$ cat config.mk
export PLATFORM = sky130hd
export DESIGN_NAME = instr_fetch
export DESIGN_NICKNAME = d
export VERILOG_FILES = /design/src/rtl/instr_fetch.sv
export SDC_FILE = /design/constraint.sdc
export NUM_CORES = 1
export LEC_CHECK = 0
export ABC_AREA = 1
export CORE_ASPECT_RATIO = 2
export CORE_MARGIN = 2
export CORE_UTILIZATION = 45
export CTS_CLUSTER_SIZE = 40
export DETAILED_ROUTE_END_ITERATION = 6
export PLACE_DENSITY = 0.73
export SLEW_MARGIN = 20
export SYNTH_ARGS = -nofsm -noshare
export SYNTH_HDL_FRONTEND = slang
export SYNTH_SLANG_ARGS = --single-unit
$ cat constraint.sdc
create_clock -name clk -period 8.1 [get_ports clk]
set_input_delay 1.215 -clock clk [delete_from_list [all_inputs] [get_ports clk]]
set_output_delay 1.215 -clock clk [all_outputs]
set_load 0.01 [all_outputs]
$ cat src/rtl/instr_fetch.sv
// instr_fetch: instruction fetch front-end for the synchronous instruction ROM.
// Owns the fetch PC and tracks the single outstanding ROM read. Returned words
// land in a 2-entry FIFO that decode drains with a valid/ready handshake.
// A redirect flushes the in-flight read and the buffer, then fetch restarts.
// Optional feature macro: IFETCH_MISALIGN_EN (adds sticky misalign_err output).
module instr_fetch #(
  parameter int          ADDR_WIDTH = 10,
  parameter int          DATA_WIDTH = 32,
  parameter logic [31:0] RESET_PC   = 32'h0000_0000
) (
  input  logic                  clk,
  input  logic                  reset,
  output logic [ADDR_WIDTH-1:0] rom_addr,
  input  logic [DATA_WIDTH-1:0] rom_rdata,
  input  logic                  rom_rdata_valid,
  input  logic                  redirect_valid,
  input  logic [31:0]           redirect_pc,
  output logic                  instr_valid,
  input  logic                  instr_ready,
  output logic [DATA_WIDTH-1:0] instr,
  output logic [31:0]           instr_pc
`ifdef IFETCH_MISALIGN_EN
  ,
  output logic                  misalign_err
`endif
);

  logic [31:0]           r_fetch_pc;
  logic [31:0]           r_issue_pc;
  logic                  r_inflight;
  logic [1:0]            r_count;
  logic [31:0]           r_buf_pc   [2];
  logic [DATA_WIDTH-1:0] r_buf_data [2];

  logic                  w_pop;
  logic                  w_push;
  logic                  w_miss;
  logic                  w_halt;
  logic [2:0]            w_occ;
  logic                  w_issue;

  // Entry 0 is always the head, so outputs come straight from registers.
  assign instr_valid = (r_count != 2'd0);
  assign instr       = r_buf_data[0];
  assign instr_pc    = r_buf_pc[0];
  assign rom_addr    = r_fetch_pc[ADDR_WIDTH+1:2];

  assign w_pop  = instr_valid & instr_ready;
  assign w_push = r_inflight & rom_rdata_valid;
  assign w_miss = r_inflight & ~rom_rdata_valid;
  // Occupancy counts the word still on its way so the buffer never overflows.
  assign w_occ  = {1'b0, r_count} + {2'b00, r_inflight} - {2'b00, w_pop};
  // A miss rewinds fetch_pc this cycle, so issuing the advanced PC now would
  // put a younger word ahead of the refetched one.
  assign w_issue = ~redirect_valid & ~w_miss & ~w_halt & (w_occ < 3'd2);

`ifdef IFETCH_MISALIGN_EN
  logic r_misalign;

  // Sticky flag on a misaligned redirect target; it stops all further issue.
  always_ff @(posedge clk or posedge reset) begin
    if (reset) begin
      r_misalign <= 1'b0;
    end else if (redirect_valid && (redirect_pc[1:0] != 2'b00)) begin
      r_misalign <= 1'b1;
    end
  end

  assign w_halt       = r_misalign;
  assign misalign_err = r_misalign;
`else
  logic w_unused_lsb;

  // Low target bits are simply dropped when the check is not built in.
  assign w_halt       = 1'b0;
  assign w_unused_lsb = ^redirect_pc[1:0];
`endif

  // Fetch PC, issued-read tracking: redirect first, then miss rewind, then issue.
  always_ff @(posedge clk or posedge reset) begin
    if (reset) begin
      r_fetch_pc <= RESET_PC;
      r_issue_pc <= RESET_PC;
      r_inflight <= 1'b0;
    end else begin
      r_inflight <= w_issue;
      if (redirect_valid) begin
        r_fetch_pc <= {redirect_pc[31:2], 2'b00};
      end else if (w_miss) begin
        r_fetch_pc <= r_issue_pc;
      end else if (w_issue) begin
        r_issue_pc <= r_fetch_pc;
        r_fetch_pc <= r_fetch_pc + 32'd4;
      end
    end
  end

  // Two-entry FIFO that shifts toward entry 0 on a pop.
  always_ff @(posedge clk or posedge reset) begin
    if (reset) begin
      r_count       <= 2'd0;
      r_buf_pc[0]   <= '0;
      r_buf_pc[1]   <= '0;
      r_buf_data[0] <= '0;
      r_buf_data[1] <= '0;
    end else if (redirect_valid) begin
      r_count <= 2'd0;
    end else begin
      case ({w_push, w_pop})
        2'b10: begin
          if (r_count == 2'd0) begin
            r_buf_pc[0]   <= r_issue_pc;
            r_buf_data[0] <= rom_rdata;
          end else begin
            r_buf_pc[1]   <= r_issue_pc;
            r_buf_data[1] <= rom_rdata;
          end
          r_count <= r_count + 2'd1;
        end
        2'b01: begin
          r_buf_pc[0]   <= r_buf_pc[1];
          r_buf_data[0] <= r_buf_data[1];
          r_count       <= r_count - 2'd1;
        end
        2'b11: begin
          if (r_count == 2'd1) begin
            r_buf_pc[0]   <= r_issue_pc;
            r_buf_data[0] <= rom_rdata;
          end else begin
            r_buf_pc[0]   <= r_buf_pc[1];
            r_buf_data[0] <= r_buf_data[1];
            r_buf_pc[1]   <= r_issue_pc;
            r_buf_data[1] <= rom_rdata;
          end
        end
        default: begin
        end
      endcase
    end
  end

endmodule

# Word level (Yosys, flattened, before mapping)

Index checks and enable logic that the tools add are counted.

Register bits: 195
Bits of input ports: 69
Output and inout bits: 75
Logic and storage cells: 55

Add/subtract/negate cells: 5
$lt $le $gt $ge: 1
Equality and inequality tests: 7
Mux-type cells: 17
Bitwise logic cells: 8
Reduce and logical (&&, ||, !) cells: 9

Operators with widths:

| kind                                                | number |
|---|---|
| 2-to-1 mux 32 bit                                   | 11 |
| one-hot mux 32 bit (3 select lines)                 | 2 |
| one-hot mux 32 bit (2 select lines)                 | 2 |
| adder 32 x 3 -> 32 bit (second input constant)      | 1 |
| nonzero test 3 bit                                  | 3 |
| inequality test 2 bit (second input constant)       | 3 |
| AND reduction 3 bit                                 | 2 |
| bitwise AND 1 bit                                   | 5 |
| == test 2 x 1 -> 1 bit (second input constant)      | 2 |
| == test 2 bit (second input constant)               | 2 |
| one-hot mux 2 bit (2 select lines)                  | 1 |
| AND reduction 4 bit                                 | 1 |
| nonzero test 2 bit                                  | 2 |
| adder 2 x 1 -> 3 bit                                | 1 |
| < comparator 3 x 2 -> 1 bit (second input constant) | 1 |
| inverter 1 bit                                      | 3 |
| subtractor 3 x 1 -> 3 bit                           | 1 |
| adder 2 x 1 -> 2 bit (second input constant)        | 1 |
| zero test 2 bit                                     | 1 |
| 2-to-1 mux 2 bit                                    | 1 |
| subtractor 2 x 1 -> 2 bit (second input constant)   | 1 |

# Longest topological paths before layout

Word-level depth: 8
Depth in mapped cells: 17
Gate-level depth less buffers: 15

# Worst setup path after synthesis

Ideal clock, no wire load.

Path kind: input to register
Start: input instr_ready
End: register r_issue_pc[10]
Setup time: 0.126 ns
Arrival time: 3.234 ns
Required time: 7.974 ns
Slack: 4.741 ns
Stages on the path: 12
Cell sequence: nand2_2 inv_2 clkbuf_1 ha_1 nor2_1 fa_1 a21oi_1 o21ai_2 nor2_1 buf_2 buf_2 o21ai_0

Word-level cells in the longest chain between the ends: 5

Ends and longest elaborated chain:

| element                       | RTL line | source |
|---|---|---|
| from (decl)                   | 19       | `input logic instr_ready,` |
| bitwise AND 1 bit             | 48       | `assign w_pop = instr_valid & instr_ready;` |
| subtractor 3 x 1 -> 3 bit     | 52       | `assign w_occ = {1'b0, r_count} + {2'b00, r_inflight} - {2'b00, w_pop};` |
| < comparator 3 x 2 -> 1 bit   | 55       | `assign w_issue = ~redirect_valid & ~w_miss & ~w_halt & (w_occ < 3'd2);` |
| bitwise AND 1 bit             | 55       |  |
| AND reduction 3 bit (no line) | --       |  |
| to (signal assigned)          | 92       | `r_issue_pc <= r_fetch_pc;` |
| to (decl)                     | 29       | `logic [31:0] r_issue_pc;` |

Every way passes these cells.
A chain may end at the register's enable or synchronous reset.

# Worst setup path after layout

Start: input instr_ready
End: register r_fetch_pc[24]

Word-level cells in the longest chain between the ends: 5

Ends and longest elaborated chain:

| element                      | RTL line | source |
|---|---|---|
| bitwise AND 1 bit            | 48       |  |
| subtractor 3 x 1 -> 3 bit    | 52       |  |
| < comparator 3 x 2 -> 1 bit  | 55       |  |
| bitwise AND 1 bit            | 55       |  |
| nonzero test 3 bit (no line) | --       |  |
| to (signal assigned)         | 88       | `r_fetch_pc <= {redirect_pc[31:2], 2'b00};` |
| to (signal assigned)         | 90       | `r_fetch_pc <= r_issue_pc;` |
| to (signal assigned)         | 93       | `r_fetch_pc <= r_fetch_pc + 32'd4;` |
| to (decl)                    | 28       | `logic [31:0] r_fetch_pc;` |

Every way passes these cells.

==> summary.md <==
| Metric | Value |
|---|---|
| XOR/XNOR Fraction of Synth Area | 0.960% |
| Status | finished, final reports clean |
| H-tree Lvls | 4 |
| Register share of total power | 41.1% |
| # clock sinks | 195 |
| Worst Hold Class | flip-flop to flip-flop |
| Startpoint Class | input pin |
| Buffers on Ports | 141 |
| Drt wl/cell | 15.8 µm |
| Gpl congestion | 0.947 |
| Power Internal | 0.00266 W |
| Crit path max-delay family | buffers and inverters |
| Critical path, cell by cell | clkdlybuf4s50_1, nand2_2, inv_2, buf_4, ha_1, inv_1, fa_1, o21ai_2, nand2_4, inv_2, nor2_1, a21oi_1 |
| #FFs+latches synth | 195 |
| Post-synthesis sequential area ratio | 49.3% |
| Core area | 21600 µm² |
| Mapped Cells | 1227 |
| Fin crit period | 4.39 ns |
| Final Slew Violations | 0 |
| GRT Residual Overflow | 0 |
| Overall die height | 214 µm |
| Synth Area in Adders | 0.707% |
| Synth Area in Compound Gates | 13.3% |
| CTS max path bufs | 2 |
| First-pass GRT wire length | 38800 µm |
| Largest net degree at the start of global routing | 129 |
| Fin crit share | 54.2% |
| Met3 Usage GRT | 4.07% |
| CTS buffer count | 17 |
| Routed vias | 8058 |
| Most common cell on crit path | inv_2 |
| Vias per inst | 5.24 |
| Detailed-router iteration count before antenna repair | 5 |
| Setup TNS | 0 ns |
| M1 GR Usage | 25.7% |
| GR peak layer | met2 |
| DRT iter0 DRCs | 663 |
| # rows | 76 |
| Worst path max stage delay | 0.62 ns |
| Syn Nets | 1301 |
| Fin Clk Skew | 0.00899 ns |
| Mapped cell area | 9900 µm² |
| Initial core utilization | 45.9% |
| Reg clk slew, reported paths | 0.07 ns |
| CP Capture Type | flip-flop |
| # setup viols final | 0 |
| RSZ-0062 raised after global routing | false |
| Hold Buf Count CTS | 0 |
| Inserted Diodes | 0 |
| Clk pwr share | 20.1% |
| Max Cap Violations | 0 |
| Power density over cell area | 375 nW/µm² |
| Combinational family with the most area after synthesis | simple AND/OR/NAND/NOR gates |
| Slew @ Worst Pin | 0.921 ns |
| Commonest cells after routing, fill and taps aside | nand2_1, dfrtp_1, clkdlybuf4s50_1, nor2_1, o21ai_0 |
| CTS root buf | clkbuf_16 |
| Post-Syn Area per Cell | 8.07 µm² |
| CTS tree | built |
| Antenna viol nets, final | 0 |
| Mux share of post-synthesis cell area | 0% |
| Post-CTS Setup Inserts | 0 |
| DP Wirelength | 16200 µm |
| Met2 GRT Util | 36.7% |
| Max Clk Rate | 228 MHz |
| Die ar. | 23300 µm² |
| Yosys Warn Count | 0 |
| Residual DRC | 0 |
| P_sw | 0.00165 W |
| Nets | 1326 |
| WP data arrival | 4.75 ns |
| Die Wd | 109 µm |
| Commonest non-fill, non-tap cell in the layout | nand2_1 |
| Clk Latency, worst-skew pair | 0.44 ns |
| Leak | 5.20 nW |
| Area Growth Syn to Fin | 16.0% |
| Final Hold Fails | 0 |
| Library cells used by synthesis | 34 |
| Fill count | 2026 |
| Peak supply drop | 148 µV |
| I/O Pins | 144 |
| Comb power frac | 38.9% |
| CP max-delay cell | buf_4 |
| WS Path Type | input pin to flip-flop |
| Initial antenna violation count | 0 |
| Total routed wirelength | 24300 µm |
| Crit Path Max Fanout | 67 |
| Worst EP required | 8.46 ns |
| Net Sw Frac | 38.2% |
| GRT Overall Usage | 21.7% |
| Post-synthesis simple-gate area fraction | 23.2% |
| Main flop type after synthesis | dfrtp_1 |
| Post-synth EDFFs | 0 |
| Layout cells sized above 1 | 6.17% |
| PostCTS Resize Cnt | 0 |
| Ys async rst share | 100% |
| Vias in the first global route | 7625 |
| Total power | 0.00431 W |
| CP bufs+invs | 5 |
| Relative slew slack | 38.5% |
==> cell type report <==
type | count | area [µm²] | share of cell area, %
clock buffer | 18 | 439 | 3.82
clock inverter | 13 | 156 | 1.36
inverter | 98 | 375 | 3.27
multi-input combinational | 791 | 3810 | 33.2
sequential | 195 | 4880 | 42.5
tap | 273 | 342 | 2.97
timing repair buffer | 149 | 1490 | 12.9
==> cells by family (layout without fill, tap and decap cells) <==
family | count (synthesis) | in the layout
and+or+nand+nor | 542 | 542
adders and majority gates | 5 | 5
AOI/OAI and AO/OA | 234 | 234
DFF | 195 | 195
buffers and inverters | 241 | 278
xor gates and xnor gates | 10 | 10
==> metal layers <==
| metal | routed length [µm] | up-vias | share of wire [%] |
|---|---|---|---|
| met5 | 0 | - | 0 |
| met4 | 1130 | 0 | 4.7 |
| met3 | 1270 | 60 | 5.2 |
| met2 | 12300 | 267 | 51 |
| met1 | 9600 | 3776 | 40 |
| li1 | - | 3955 | - |
==> cells in the mapped netlist (3+ instances only) <==
cell	instances	area, µm²
nand2_1	286	1070
dfrtp_1	195	4880
nor2_1	139	522
o21ai_0	113	566
inv_1	91	342
nand3_1	85	425
buf_4	78	586
a31oi_1	68	425
buf_2	41	205
a21oi_1	24	120
clkbuf_1	19	71.3
a22oi_1	13	97.6
nand2_2	9	56.3
inv_2	7	26.3
o21ai_1	7	35.0
xor2_1	7	61.3
nor2_4	6	67.6
nor2_2	5	31.3
buf_1	4	15.0
ha_1	4	50.1
nand3b_1	4	30.0
o211ai_1	4	30.0
nand2_4	3	33.8
==> worst paths after layout <==
path,to,slack [ns],startpoint,cells past startpoint
worst min-delay path,r_buf_data[20],0.49,r_buf_data[20],2
worst max-delay path,r_fetch_pc[24],3.71,instr_ready,12
worst max register to register,r_fetch_pc[24],4.17,r_count[1],14
worst min register to register,r_buf_data[20],0.49,r_buf_data[20],2
max in group asynchronous,instr_pc[28],5.28,reset,3
min in group asynchronous,r_buf_pc[7],1.34,reset,2
==> sequential cells by signal (all words and copies together), names as in the netlist <==
| signal | count |
|---|---|
| r_issue_pc | 32 |
| r_buf_data | 32 |
| r_buf_pc | 32 |
| instr_pc | 32 |
| r_fetch_pc | 32 |
| instr | 32 |
| r_inflight | 1 |
| r_count | 2 |
==> power by group through the flow <==
stage / Sequential, W / Clock (W) / Combinational [W]
after global routing: 0.00183 / 0.000918 / 0.00189
final: 0.00177 / 0.000866 / 0.00168
after detailed placement: 0.00178 / 0 / 0.00168
after global placement: 0.00176 / 0 / 0.00163
after floorplan: 0.00168 / 0 / 0.00131
after CTS: 0.00177 / 0.000883 / 0.00169
==> worst register-to-register path: stages (launching register included) <==
cell	delay, ns
dfrtp_1	0.38
inv_1	0.11
ha_1	0.23
inv_2	0.07
nand2_2	0.09
inv_2	0.06
buf_4	0.62
ha_1	0.28
inv_1	0.06
fa_1	0.43
o21ai_2	0.42
nand2_4	0.38
inv_2	0.47
nor2_1	0.09
a21oi_1	0.17
==> per-stage QoR <==
step                hold slack (ns)  worst slack [ns]  cells  utilization (%)  area [µm²]
floorplan                     0.453              1.57   1227                -        9900
global placement              0.463              3.06   1505             50.4       10900
detailed placement            0.474              3.24   1506             50.4       10900
CTS                           0.490              3.71   1537             53.2       11500
global route                  0.504              3.47   1537             53.2       11500
finish                        0.487              3.71   1537             53.2       11500
Note: power is estimated with default switching activity, not from simulation.
